`src/rtl/wvb_dpram_drain_if.sv`:
```
// Bundle of the waveform-buffer DPRAM drain signals.
//
// Groups the reader handshake (dpram_run/len/busy/mode), the readout DPRAM read port
// (rd_addr/rd_data), the host-side 16-bit valid/ready stream (out_*), and the control and
// status lines (en, cfg_mode, done, err_*).
//
// Modports:
//   slave  - the drain itself: responds to dpram_run, reads the DPRAM, drives the stream.
//   master - the surrounding system: reader, DPRAM and stream sink.
interface wvb_dpram_drain_if #(
  parameter int unsigned P_DPRAM_ADR_WIDTH = 8,
  parameter int unsigned P_LEN_WIDTH       = 16
);
  logic                         en;
  logic                         cfg_mode;
  logic                         dpram_run;
  logic [P_LEN_WIDTH-1:0]       dpram_len;
  logic                         dpram_busy;
  logic                         dpram_mode;
  logic [P_DPRAM_ADR_WIDTH-1:0] rd_addr;
  logic [127:0]                 rd_data;
  logic [15:0]                  out_data;
  logic                         out_valid;
  logic                         out_ready;
  logic                         out_last;
  logic                         done;
  logic                         err_overrun;
  logic                         err_len;

  modport slave (
    input  en, cfg_mode, dpram_run, dpram_len, rd_data, out_ready,
    output dpram_busy, dpram_mode, rd_addr, out_data, out_valid, out_last, done,
           err_overrun, err_len
  );

  modport master (
    output en, cfg_mode, dpram_run, dpram_len, rd_data, out_ready,
    input  dpram_busy, dpram_mode, rd_addr, out_data, out_valid, out_last, done,
           err_overrun, err_len
  );
endinterface

```
`src/rtl/wvb_dpram_drain.sv`:
```
// Consumer end of the waveform-buffer readout DPRAM handshake.
//
// On a dpram_run pulse the block latches the transfer length (clamped to the DPRAM
// capacity of 8*2^P_DPRAM_ADR_WIDTH words), raises dpram_busy, fetches 128-bit lines from
// the DPRAM (1-cycle read latency) and serialises each line LSB-first into 16-bit words
// on a valid/ready stream. dpram_busy drops and done pulses after the last word.
//
// Ports:
//   clk     - clock
//   rst     - synchronous, active-high reset (bus_io.en low behaves identically)
//   bus_io  - wvb_dpram_drain_if.slave: reader handshake, DPRAM read port, output stream,
//             sticky error flags
//
// Build option:
//   WVB_DPRAM_DRAIN_PREFETCH_EN - adds a 128-bit hold register so the next line is read
//   while the current one is shifted out, removing the 2-cycle bubble between lines.
module wvb_dpram_drain #(
  parameter int unsigned P_DPRAM_ADR_WIDTH = 8,
  parameter int unsigned P_LEN_WIDTH       = 16
) (
  input logic               clk,
  input logic               rst,
  wvb_dpram_drain_if.slave  bus_io
);

  typedef logic [P_LEN_WIDTH-1:0]       len_t;
  typedef logic [P_DPRAM_ADR_WIDTH-1:0] adr_t;

  localparam longint unsigned CapWords = 64'd8 << P_DPRAM_ADR_WIDTH;

  typedef enum logic [2:0] {StIdle, StFetch, StLoad, StShift, StDone} state_e;

  state_e       state_q, state_d;
  logic         busy_q, busy_d;
  logic         mode_q, mode_d;
  adr_t         rd_addr_q, rd_addr_d;
  logic [127:0] shift_q, shift_d;
  logic [3:0]   beats_q, beats_d;       // words still to send from the current line
  len_t         remaining_q, remaining_d;
  logic         out_valid_q, out_valid_d;
  logic         out_last_q, out_last_d;
  logic         done_q, done_d;
  logic         err_overrun_q, err_overrun_d;
  logic         err_len_q, err_len_d;
`ifdef WVB_DPRAM_DRAIN_PREFETCH_EN
  logic [127:0] hold_q, hold_d;
  logic         pf1_q, pf1_d;           // prefetch address on the DPRAM port this cycle
  logic         pf2_q, pf2_d;           // prefetch data on rd_data this cycle
`endif

  logic len_over;
  len_t rem_dec;
  logic hs;

  assign len_over = 64'(bus_io.dpram_len) > CapWords;
  assign rem_dec  = remaining_q - len_t'(1);
  assign hs       = out_valid_q && bus_io.out_ready;

  // Words carried by a line given how many words are still owed.
  function automatic logic [3:0] line_beats(len_t rem);
    return (rem >= len_t'(8)) ? 4'd8 : rem[3:0];
  endfunction

  always_comb begin
    state_d       = state_q;
    busy_d        = busy_q;
    mode_d        = mode_q;
    rd_addr_d     = rd_addr_q;
    shift_d       = shift_q;
    beats_d       = beats_q;
    remaining_d   = remaining_q;
    out_valid_d   = out_valid_q;
    out_last_d    = out_last_q;
    done_d        = 1'b0;
    err_overrun_d = err_overrun_q;
    err_len_d     = err_len_q;
`ifdef WVB_DPRAM_DRAIN_PREFETCH_EN
    hold_d        = pf2_q ? bus_io.rd_data : hold_q;
    pf1_d         = 1'b0;
    pf2_d         = pf1_q;
`endif

    // A start request outside idle is dropped; latched length/address stay untouched.
    if (bus_io.dpram_run && (state_q != StIdle)) begin
      err_overrun_d = 1'b1;
    end

    case (state_q)
      StIdle: begin
        mode_d = bus_io.cfg_mode;
        if (bus_io.dpram_run) begin
          busy_d      = 1'b1;
          rd_addr_d   = '0;
          remaining_d = len_over ? len_t'(CapWords) : bus_io.dpram_len;
          if (len_over) begin
            err_len_d = 1'b1;
          end
          state_d = (bus_io.dpram_len == '0) ? StDone : StFetch;
        end
      end

      // rd_addr is on the DPRAM port; data shows up next cycle.
      StFetch: state_d = StLoad;

      StLoad: begin
        shift_d     = bus_io.rd_data;
        beats_d     = line_beats(remaining_q);
        out_valid_d = 1'b1;
        out_last_d  = (remaining_q == len_t'(1));
        state_d     = StShift;
`ifdef WVB_DPRAM_DRAIN_PREFETCH_EN
        // Issue the next line while this one drains; nothing to fetch on the final line.
        if (remaining_q > len_t'(8)) begin
          rd_addr_d = rd_addr_q + adr_t'(1);
          pf1_d     = 1'b1;
        end
`endif
      end

      StShift: begin
        if (hs) begin
          remaining_d = rem_dec;
          if (out_last_q) begin
            out_valid_d = 1'b0;
            out_last_d  = 1'b0;
            state_d     = StDone;
          end else if (beats_q == 4'd1) begin
`ifdef WVB_DPRAM_DRAIN_PREFETCH_EN
            // Hold was filled long before the 8th beat, so the stream never gaps.
            shift_d    = hold_q;
            beats_d    = line_beats(rem_dec);
            out_last_d = (rem_dec == len_t'(1));
            if (rem_dec > len_t'(8)) begin
              rd_addr_d = rd_addr_q + adr_t'(1);
              pf1_d     = 1'b1;
            end
`else
            rd_addr_d   = rd_addr_q + adr_t'(1);
            out_valid_d = 1'b0;
            state_d     = StFetch;
`endif
          end else begin
            shift_d    = {16'h0000, shift_q[127:16]};
            beats_d    = beats_q - 4'd1;
            out_last_d = (rem_dec == len_t'(1));
          end
        end
      end

      StDone: begin
        busy_d  = 1'b0;
        done_d  = 1'b1;
        state_d = StIdle;
      end

      default: state_d = StIdle;
    endcase
  end

  always_ff @(posedge clk) begin
    if (rst || !bus_io.en) begin
      state_q       <= StIdle;
      busy_q        <= 1'b0;
      mode_q        <= 1'b0;
      rd_addr_q     <= '0;
      shift_q       <= '0;
      beats_q       <= '0;
      remaining_q   <= '0;
      out_valid_q   <= 1'b0;
      out_last_q    <= 1'b0;
      done_q        <= 1'b0;
      err_overrun_q <= 1'b0;
      err_len_q     <= 1'b0;
`ifdef WVB_DPRAM_DRAIN_PREFETCH_EN
      hold_q        <= '0;
      pf1_q         <= 1'b0;
      pf2_q         <= 1'b0;
`endif
    end else begin
      state_q       <= state_d;
      busy_q        <= busy_d;
      mode_q        <= mode_d;
      rd_addr_q     <= rd_addr_d;
      shift_q       <= shift_d;
      beats_q       <= beats_d;
      remaining_q   <= remaining_d;
      out_valid_q   <= out_valid_d;
      out_last_q    <= out_last_d;
      done_q        <= done_d;
      err_overrun_q <= err_overrun_d;
      err_len_q     <= err_len_d;
`ifdef WVB_DPRAM_DRAIN_PREFETCH_EN
      hold_q        <= hold_d;
      pf1_q         <= pf1_d;
      pf2_q         <= pf2_d;
`endif
    end
  end

  assign bus_io.dpram_busy  = busy_q;
  assign bus_io.dpram_mode  = mode_q;
  assign bus_io.rd_addr     = rd_addr_q;
  assign bus_io.out_data    = shift_q[15:0];
  assign bus_io.out_valid   = out_valid_q;
  assign bus_io.out_last    = out_last_q;
  assign bus_io.done        = done_q;
  assign bus_io.err_overrun = err_overrun_q;
  assign bus_io.err_len     = err_len_q;

endmodule

```
`src/flat_wrapper.sv`:
```
// flat-port wrapper written by rule: the top's interface ports become plain ports
module wvb_dpram_drain_flat 
#(
  parameter int unsigned P_DPRAM_ADR_WIDTH = 8,
  parameter int unsigned P_LEN_WIDTH       = 16
)
  (clk, rst, bus_io_en, bus_io_cfg_mode, bus_io_dpram_run, bus_io_dpram_len, bus_io_rd_data, bus_io_out_ready, bus_io_dpram_busy, bus_io_dpram_mode, bus_io_rd_addr, bus_io_out_data, bus_io_out_valid, bus_io_out_last, bus_io_done, bus_io_err_overrun, bus_io_err_len);
  wvb_dpram_drain_if #(.P_DPRAM_ADR_WIDTH(P_DPRAM_ADR_WIDTH), .P_LEN_WIDTH(P_LEN_WIDTH)) bus_io_i ();
  input logic clk;
  input logic rst;
  input wire logic [$bits(bus_io_i.en)-1:0] bus_io_en;
  input wire logic [$bits(bus_io_i.cfg_mode)-1:0] bus_io_cfg_mode;
  input wire logic [$bits(bus_io_i.dpram_run)-1:0] bus_io_dpram_run;
  input wire logic [$bits(bus_io_i.dpram_len)-1:0] bus_io_dpram_len;
  input wire logic [$bits(bus_io_i.rd_data)-1:0] bus_io_rd_data;
  input wire logic [$bits(bus_io_i.out_ready)-1:0] bus_io_out_ready;
  output wire logic [$bits(bus_io_i.dpram_busy)-1:0] bus_io_dpram_busy;
  output wire logic [$bits(bus_io_i.dpram_mode)-1:0] bus_io_dpram_mode;
  output wire logic [$bits(bus_io_i.rd_addr)-1:0] bus_io_rd_addr;
  output wire logic [$bits(bus_io_i.out_data)-1:0] bus_io_out_data;
  output wire logic [$bits(bus_io_i.out_valid)-1:0] bus_io_out_valid;
  output wire logic [$bits(bus_io_i.out_last)-1:0] bus_io_out_last;
  output wire logic [$bits(bus_io_i.done)-1:0] bus_io_done;
  output wire logic [$bits(bus_io_i.err_overrun)-1:0] bus_io_err_overrun;
  output wire logic [$bits(bus_io_i.err_len)-1:0] bus_io_err_len;
  assign bus_io_i.en = bus_io_en;
  assign bus_io_i.cfg_mode = bus_io_cfg_mode;
  assign bus_io_i.dpram_run = bus_io_dpram_run;
  assign bus_io_i.dpram_len = bus_io_dpram_len;
  assign bus_io_i.rd_data = bus_io_rd_data;
  assign bus_io_i.out_ready = bus_io_out_ready;
  assign bus_io_dpram_busy = bus_io_i.dpram_busy;
  assign bus_io_dpram_mode = bus_io_i.dpram_mode;
  assign bus_io_rd_addr = bus_io_i.rd_addr;
  assign bus_io_out_data = bus_io_i.out_data;
  assign bus_io_out_valid = bus_io_i.out_valid;
  assign bus_io_out_last = bus_io_i.out_last;
  assign bus_io_done = bus_io_i.done;
  assign bus_io_err_overrun = bus_io_i.err_overrun;
  assign bus_io_err_len = bus_io_i.err_len;
  wvb_dpram_drain #(.P_DPRAM_ADR_WIDTH(P_DPRAM_ADR_WIDTH), .P_LEN_WIDTH(P_LEN_WIDTH)) u_core (.clk(clk), .rst(rst), .bus_io(bus_io_i));
endmodule
```
`config.mk`:
```
export PLATFORM = sky130hd
export DESIGN_NAME = wvb_dpram_drain_flat
export DESIGN_NICKNAME = d
export VERILOG_FILES = /design/src/rtl/wvb_dpram_drain_if.sv /design/src/rtl/wvb_dpram_drain.sv /design/src/flat_wrapper.sv
export SDC_FILE = /design/constraint.sdc
export NUM_CORES = 1
export LEC_CHECK = 0
export ABC_AREA = 1
export CORE_AREA = 5 5 137 139
export CTS_CLUSTER_SIZE = 16
export DETAILED_ROUTE_END_ITERATION = 12
export DIE_AREA = 0 0 142 144
export PLACE_DENSITY_LB_ADDON = 0.3
export SETUP_SLACK_MARGIN = 0.1
export SLEW_MARGIN = 20
export SYNTH_ARGS = -nofsm -noshare
export SYNTH_HDL_FRONTEND = slang
export SYNTH_SLANG_ARGS = --single-unit
```
`constraint.sdc`:
```
create_clock -name clk -period 1.6 [get_ports clk]
set_clock_uncertainty 0.1 [all_clocks]
set_input_delay 0.4 -clock clk [delete_from_list [all_inputs] [get_ports clk]]
set_output_delay 0.4 -clock clk [all_outputs]
set_load 0.02 [all_outputs]
```
==> run summary, run 1 <==
In this run the power density over the cells is 755.4 mW/mm2. The routed layout has 8773 vias. The tools report the H-tree depth as 4. For the finished layout, the period the worst path requires is 2.005 ns. STA puts the critical path data required time at 1.81 ns.

After detailed routing, the total wire length is 29070 um. The netlist uses 39 different library cells. The routed via count divided by cell count came out at 5.546.

After clock tree synthesis, the clock-pin slew on the worst setup and hold paths is 0.07 ns. STA classifies the critical path endpoint as a flop. The final max-slew violation count was 0. The fraction of the yosys area taken by sequential cells was 43.14%; the HPWL after detailed placement was 16160 um. In this run the cell area of the synthesized design comes to 0.007702 mm2. The checks that failed: negative setup slack. Global-route layer with the greatest usage: met2. The number of antenna diodes in the final layout is 0. The worst-case IR drop observed on VDD is 833.8 uV. For the worst setup path, the data arrival time is 2.22 ns. The number of failing hold endpoints at the final stage was 0. The count of port buffers added during placement works out to 180. Pin placement for this block handled 181 I/O pins.

Synthesis inferred 166 register bits. The global placement routability congestion was 0.8695; the largest net degree at the start of global routing was 60. The clock passes through at most 2 buffers. The core utilization of the finished layout is 73.35%, and the met2 capacity usage during global routing is 41.44%. For this run, global-route usage on met1 was measured as 31.24%. For this run, asynchronously set or reset flops after synthesis account for 0%.

The run finished, with violations left. The pre-antenna-repair detailed-routing pass consisted of 5 iterations. The post-cts hold buffer count is 0. In this run the tightest slew margin relative to its limit is 69.75%. At the later pin of the worst-skew pair, clock insertion delay measures 0.44 ns.

The yosys synthesis warning count was 0. From left edge to right edge, the die measures 142 um. The core region is 0.01753 mm2. The path class of the tightest hold or removal check is in2reg. The run gives 40680 um as the global-route wire length before repair. The mean routed wirelength per cell came out at 18.37 um.

The number of flops mapped to enable cells by yosys came out at 0. For this run, the top clock speed supported by timing is 498.6 MHz. For this run, the total global-route usage over all layers was measured as 24.47%.

When the netlist entered floorplanning its net count stood at 1225. The post-synthesis cell count was 1069. The count of nets left with antenna violations once routing finished came out at 0. The cell count after placement is 1490.

The critical path in this run is classified as reg2reg. TritonCTS built the clock tree. The tools report the buffer cell driving the clock tree root as sky130_fd_sc_hd__clkbuf_16. The layout cell share with drive strength beyond 1 was 30.08%; the highest net fanout along the worst path was 5.

Setup repair after global routing could not meet its margin everywhere. Once layout is complete, the cells apart from fillers number 1582. Once the floorplan was initialized, standard cells occupied 43.93% of the core. The worst hold slack after final layout is 0.1894 ns, and the global-route track usage on met3 is 4.464%. The slack of the critical path is -0.4055 ns, and the via count of the first global-routing pass is 8250. Number of clock sinks: 166.

In this run, CTS created clock tree buffers numbering 17. The run gives 0 as the remaining global-route overflow. The die outline area is 0.02045 mm2, and the number of remaining DRC errors is 0.

The floorplan step set the die height to 144 um. Across the run, the number of max-cap violations was 0. From synthesis to final layout, the design area changed by 66.98%. The final layout contains 1496 nets. For the initial antenna violation count, the log shows 0. The worst setup path is launched from a flop.

The floorplan has 49 rows. At the pin with the least slew margin, the transition time is 0.4502 ns. The analysis attributes to cell leakage a power of 5.188 nW. For the final setup violation count, the log shows 159.

The worst path uses 125.3% of the clock period. Post-synthesis average cell area: 7.205 um2. The most used flip-flop cell after synthesis is sky130_fd_sc_hd__dfxtp_1. The detailed router finished its first iteration with 621 violations.
==> logic make-up (layout without fill, tap and decap cells) <==
logic type               after synthesis  count (layout)  synth area share, %
flip-flops                           166             166                43.14
AND/OR/NAND/NOR                      439             439                23.39
adder cells (fa/ha/maj)                6               6               0.9746
AO/OA/AOI/OAI                        311             311                22.45
buffers and inverters                142             426                9.470
XOR/XNOR                               5               5               0.5687
==> placed cells by master, fill, tap and decap left out, types with 3 or more instances in the layout <==
cell type                         Yosys  routed
sky130_fd_sc_hd__a21oi_1             47      25
sky130_fd_sc_hd__buf_12               0      29
sky130_fd_sc_hd__buf_4               18      83
sky130_fd_sc_hd__nand2_1            315     290
sky130_fd_sc_hd__dlymetal6s2s_1       0      14
sky130_fd_sc_hd__inv_1               42      35
sky130_fd_sc_hd__a31oi_1            114      99
sky130_fd_sc_hd__nor2_1              55      36
sky130_fd_sc_hd__ha_1                 6       4
sky130_fd_sc_hd__inv_6                0       6
sky130_fd_sc_hd__nand2_4              2      12
sky130_fd_sc_hd__dfxtp_2              0      12
sky130_fd_sc_hd__inv_4                1       3
sky130_fd_sc_hd__nand4_1              4       4
sky130_fd_sc_hd__buf_6               14      23
sky130_fd_sc_hd__buf_16               0      15
sky130_fd_sc_hd__a21oi_2              1      22
sky130_fd_sc_hd__dfxtp_1            166     150
sky130_fd_sc_hd__o21ai_1            105      93
sky130_fd_sc_hd__dfxtp_4              0       4
sky130_fd_sc_hd__buf_2               17      27
sky130_fd_sc_hd__a31oi_4              0      15
sky130_fd_sc_hd__o21ai_0             32       9
sky130_fd_sc_hd__inv_2                5       7
sky130_fd_sc_hd__nor2_4               2      11
sky130_fd_sc_hd__nand3_1             45      34
sky130_fd_sc_hd__nor3_1               5       3
sky130_fd_sc_hd__clkdlybuf4s50_1      0     135
sky130_fd_sc_hd__nor2_2               1      11
sky130_fd_sc_hd__clkinv_2             0       3
sky130_fd_sc_hd__o21ai_2              0      33
sky130_fd_sc_hd__a211oi_2             0       3
sky130_fd_sc_hd__clkbuf_16            0      27
sky130_fd_sc_hd__nand3_4              1       4
sky130_fd_sc_hd__nand3_2              2      10
sky130_fd_sc_hd__buf_8                0       7
sky130_fd_sc_hd__xor2_1               3       3
sky130_fd_sc_hd__clkinv_4             0       3
sky130_fd_sc_hd__nand2_2              1      14
==> Yosys cell counts (2+ instances only) <==
cell type | n | share of area (%)
sky130_fd_sc_hd__nand2_1 | 315 | 15
sky130_fd_sc_hd__dfxtp_1 | 166 | 43
sky130_fd_sc_hd__a31oi_1 | 114 | 9.3
sky130_fd_sc_hd__o21ai_1 | 105 | 6.8
sky130_fd_sc_hd__nor2_1 | 55 | 2.7
sky130_fd_sc_hd__a21oi_1 | 47 | 3.1
sky130_fd_sc_hd__nand3_1 | 45 | 2.9
sky130_fd_sc_hd__clkbuf_1 | 44 | 2.1
sky130_fd_sc_hd__inv_1 | 42 | 2.0
sky130_fd_sc_hd__o21ai_0 | 32 | 2.1
sky130_fd_sc_hd__buf_4 | 18 | 1.8
sky130_fd_sc_hd__buf_2 | 17 | 1.1
sky130_fd_sc_hd__buf_6 | 14 | 2.0
sky130_fd_sc_hd__ha_1 | 6 | 0.97
sky130_fd_sc_hd__a211oi_1 | 5 | 0.49
sky130_fd_sc_hd__inv_2 | 5 | 0.24
sky130_fd_sc_hd__nor3_1 | 5 | 0.32
sky130_fd_sc_hd__nand4_1 | 4 | 0.32
sky130_fd_sc_hd__o22ai_1 | 3 | 0.24
sky130_fd_sc_hd__xor2_1 | 3 | 0.34
sky130_fd_sc_hd__nand2_4 | 2 | 0.29
sky130_fd_sc_hd__nand3_2 | 2 | 0.26
sky130_fd_sc_hd__nor2_4 | 2 | 0.29
sky130_fd_sc_hd__o21a_1 | 2 | 0.19
sky130_fd_sc_hd__xnor2_1 | 2 | 0.23
==> worst max-delay path, stage by stage, from the launching register on <==
cell and delay (ns):
sky130_fd_sc_hd__dfxtp_4 0.37, sky130_fd_sc_hd__nand2_4 0.05, sky130_fd_sc_hd__nor2_4 0.13, sky130_fd_sc_hd__buf_12 0.14, sky130_fd_sc_hd__nand3_4 0.10, sky130_fd_sc_hd__nand2_4 0.13, sky130_fd_sc_hd__nand2_8 0.08, sky130_fd_sc_hd__buf_12 0.16
sky130_fd_sc_hd__buf_8 0.13, sky130_fd_sc_hd__buf_12 0.13, sky130_fd_sc_hd__a211oi_1 0.37
==> routing by layer <==
layer,up-vias,part of all wire (%)
li1,4185,-
met1,4155,40
met2,357,50
met3,76,6.6
met4,0,3.4
met5,-,0
==> where the power goes <==
group | leakage, nW | switching (W) | internal, W
registers | 1.35 | 0.0000513 | 0.00419
clock network | 0.266 | 0.00180 | 0.00205
logic | 3.57 | 0.000740 | 0.000878
total | 5.19 | 0.00260 | 0.00712
==> final cells by class <==
class                           instances  area, um2
Clock buffer                           20      446.7
Tap cell                              229      286.5
Multi-Input combinational cell        761       4541
Clock inverter                         12      92.59
Fill cell                            1250       4673
Sequential cell                       166       3353
Timing Repair inverter                  1      30.03
Inverter                               49      207.7
Timing Repair Buffer                  344       3904
==> final timing paths <==
path              slack, ns                                 end  depth (start not counted)                              from
setup reg to reg      -0.41      u_core.beats_q[2]$_SDFFE_PP0P_                         10    u_core.state_q[0]$_SDFFE_PP0P_
hold reg to reg        0.36    u_core.shift_q[125]$_SDFFE_PP0P_                          2  u_core.shift_q[125]$_SDFFE_PP0P_
hold / removal         0.19  u_core.remaining_q[4]$_SDFFE_PP0P_                          3               bus_io_dpram_len[4]
setup / recovery      -0.41      u_core.beats_q[2]$_SDFFE_PP0P_                         10    u_core.state_q[0]$_SDFFE_PP0P_
==> flip-flops by register name, indices dropped and copies added (netlist names) <==
name	count
u_core.beats_q	4
u_core.bus_io.done	1
u_core.bus_io.dpram_busy	1
u_core.bus_io.dpram_mode	1
u_core.bus_io.err_len	1
u_core.bus_io.err_overrun	1
u_core.bus_io.out_last	1
u_core.bus_io.out_valid	1
u_core.bus_io.rd_addr	8
u_core.remaining_q	16
u_core.shift_q	128
u_core.state_q	3
==> repair_timing <==
item	CTS	global route
pin swaps	25	49
resized for setup	258	179
gates cloned	15	11
setup endpoints to repair	191	167
setup buffers	25	13
==> stage by stage <==
stage	setup WS (ns)	instance area [um2]	setup TNS, ns	power (W)
floorplan	0.04404	7785	0	0.004857
global placement	-0.4521	10300	-59.96	0.005543
detailed placement	-0.5064	10300	-67.05	0.005553
CTS	-0.1353	11790	-9.541	0.009493
global route	-0.4920	12860	-34.31	0.01001
finish	-0.4055	12860	-25.74	0.009716
Power figures use the tool's default switching activity.
==> run 2: changes to the inputs <==
Settings changed: SKIP_LAST_GASP set to 1.
==> run summary, run 2 (synthesis gave the netlist of run 1 again) <==
The data arrival time of the critical path came out at 2.07 ns. Data required time of the worst path: 1.81 ns. In this run the remaining antenna-violating nets after routing total 0. Measured along the y axis, the die boundary spans 144 um.

For this design the total switching power over the nets is 0.002539 W. For this design the ratio of total power to cell area is 773.4 mW/mm2. Max-cap violations in this run came to 0. The run finished, with violations left. The checks that failed: negative setup slack.

The most common cell after layout, fill and taps aside is sky130_fd_sc_hd__nand2_1. The register with the most flip-flops in the layout has 128 of them. IR analysis of the VDD net gives a maximum drop of 787.6 uV. For this run, the share of the core covered by cells in the final layout is 71.21%.

Across all layers, the routed design uses 8682 vias. Final max-slew violation count: 0. The number of failing hold endpoints at the final stage was 0; the global placement routability congestion was 0.8695.

The type of the most critical hold path is in2reg. The first global-routing pass estimated 40410 um of wire. Buffers inserted during clock tree synthesis total 17.

The count of buffers added on input and output ports is 180. The first-iteration detailed-routing DRC count is 770. The tree is rooted in a sky130_fd_sc_hd__clkbuf_16. Routed wire length: 28000 um. For the count of non-filler cells in the finished layout, the log shows 1579.

Maximum clock frequency: 537.3 MHz. STA classifies the critical path endpoint as a flop. The logs give 16160 um for the HPWL after detailed placement and 60 for the largest net degree at the start of global routing.

The tools report the number of clock sinks as 166. Setup violations remaining at the end of the flow were counted as 157. The routed via count divided by cell count came out at 5.498.

181 I/O pins were placed. Initial antenna violation count: 0. Setup repair after global routing could not meet its margin everywhere. The die covers 0.02045 mm2.

The initialized floorplan defines 49 standard-cell rows. The effective utilization at floorplan was 43.93%; the number of nets at the end of the flow was 1493. Dividing the detail-routed wire length by the instance count gives 17.73 um.

The clock transition at the register clock pins on the worst setup and hold paths after CTS is 0.07 ns. The number of remaining DRC errors came out at 0. The proportion of power drawn by combinational gates was 16.4%; the layout cell share with drive strength beyond 1 was 27.48%. In this run the worst setup path begins at u_core.state_q[0]$_SDFFE_PP0P_. Summed over all cells, the static leakage comes to 5.137 nW. The highest net fanout along the worst path works out to 8.

TritonCTS built the clock tree. 0 antenna diodes ended up in the layout. Of the total power, registers draw 43.9%. The design draws 0.009657 W.

Register name with the most flops: u_core.shift_q. After detailed placement, the design holds a cell count of 1490. Cell internal power was estimated by the tool at 0.007118 W. The tools report the start point of the worst min-delay path as bus_io_dpram_len[4].

The total overflow left after global routing is 0. Leaving out fill and tap cells, the most frequent cells in the layout are 296 x sky130_fd_sc_hd__nand2_1, 151 x sky130_fd_sc_hd__dfxtp_1, 135 x sky130_fd_sc_hd__clkdlybuf4s50_1, 113 x sky130_fd_sc_hd__a31oi_1, 92 x sky130_fd_sc_hd__o21ai_1. In the global route stage, overall resource usage came out at 24.32%. The deepest clock path buffer count came out at 2.

The worst flop-to-flop path startpoint is u_core.state_q[0]$_SDFFE_PP0P_. The run gives -0.2613 ns as the slack of the critical path. The via count of the first global-routing pass is 8206.

The die width is 142 um, and the post-route minimum period is 1.861 ns. The worst hold slack after final layout came out at 0.2008 ns. The worst path uses 116.3% of the clock period.

The H-tree was split into 4 levels. The core area was 0.01753 mm2; the source-to-sink clock delay at the later pin of the worst-skew pair was 0.44 ns. The share of total power in the clock network was 39.7%; the switching share of total power was 26.30%.

The type of the worst setup path was reg2reg. The area overhead of the layout relative to synthesis came out at 62.12%. The actual slew at the worst max-slew pin is 0.4501 ns, and the worst slew slack as a fraction of its limit is 69.76%. STA classifies the critical path startpoint as a flop.

The first-pass iteration count of the detailed router is 6.
run 2: cell types whose count changed in the layout (fill, tap and decap cells not counted), sizes merged:
cell | previous run | this run
clkinvlp | 2 | 3
buf | 184 | 182
clkinv | 8 | 6
clkbuf | 30 | 29
inv | 52 | 53
run 2: what timing repair did:
| item | in CTS | in global routing |
|---|---|---|
| pin swaps | 10 | 42 |
| gates resized for setup | 232 | 153 |
| cloned | 15 | 10 |
| setup buffers | 25 | 10 |
| endpoints found under the setup margin | 191 | 167 |
| hold buffers | 0 | 0 |
run 2: layer usage:
metal | global-route usage [%] | up-vias | part of all wire (%)
met1 | 31.30 | 4052 | 40
met2 | 41.14 | 389 | 49
met5 | 0 | - | 0
li1 | - | 4178 | -
met4 | 8.586 | 0 | 3.1
met3 | 4.365 | 63 | 7.6
run 2: layout make-up:
cell class,instances,area (um2)
multi-input cells,761,4219
clock buffers,20,446.7
repair buffers,341,3861
well taps,229,286.5
inverters,49,209.0
clock inverters,12,92.59
repair inverters,1,20.02
fillers,1325,5047
flip-flops and latches,166,3352
run 2: worst max-delay path, cell delays in order (launching register included):
cell	delay [ns]
sky130_fd_sc_hd__dfxtp_4	0.37
sky130_fd_sc_hd__nand2_4	0.05
sky130_fd_sc_hd__nor2_4	0.11
sky130_fd_sc_hd__buf_12	0.13
sky130_fd_sc_hd__nand3_4	0.10
sky130_fd_sc_hd__nand2_4	0.14
sky130_fd_sc_hd__nand2_8	0.08
sky130_fd_sc_hd__buf_12	0.16
sky130_fd_sc_hd__inv_16	0.09
sky130_fd_sc_hd__buf_6	0.12
sky130_fd_sc_hd__o21ai_1	0.07
sky130_fd_sc_hd__a21oi_2	0.15
sky130_fd_sc_hd__a211oi_2	0.06
run 2: metrics by stage:
step           TNS, ns  area [um2]  worst slack [ns]
6_report        -23.81       12490           -0.2613
5_1_grt         -34.45       12490           -0.3210
4_1_cts         -10.41       11720           -0.1356
3_5_place_dp    -67.05       10300           -0.5064
3_3_place_gp    -59.96       10300           -0.4521
2_1_floorplan        0        7785           0.04404
run 2: final timing paths:
check,end,slack (ns),depth (start not counted)
max reg2reg,u_core.beats_q[0]$_SDFFE_PP0P_,-0.26,12
min reg2reg,u_core.shift_q[126]$_SDFFE_PP0P_,0.36,2
max,u_core.beats_q[0]$_SDFFE_PP0P_,-0.26,12
min,u_core.remaining_q[4]$_SDFFE_PP0P_,0.20,3
run 2: power by group through the flow:
stage	Clock, W	Combinational [W]	Sequential (W)
after floorplan	0	0.000528	0.00433
after global placement	0	0.00121	0.00433
after detailed placement	0	0.00122	0.00433
after CTS	0.00383	0.00140	0.00424
after global routing	0.00404	0.00170	0.00425
final	0.00383	0.00158	0.00424
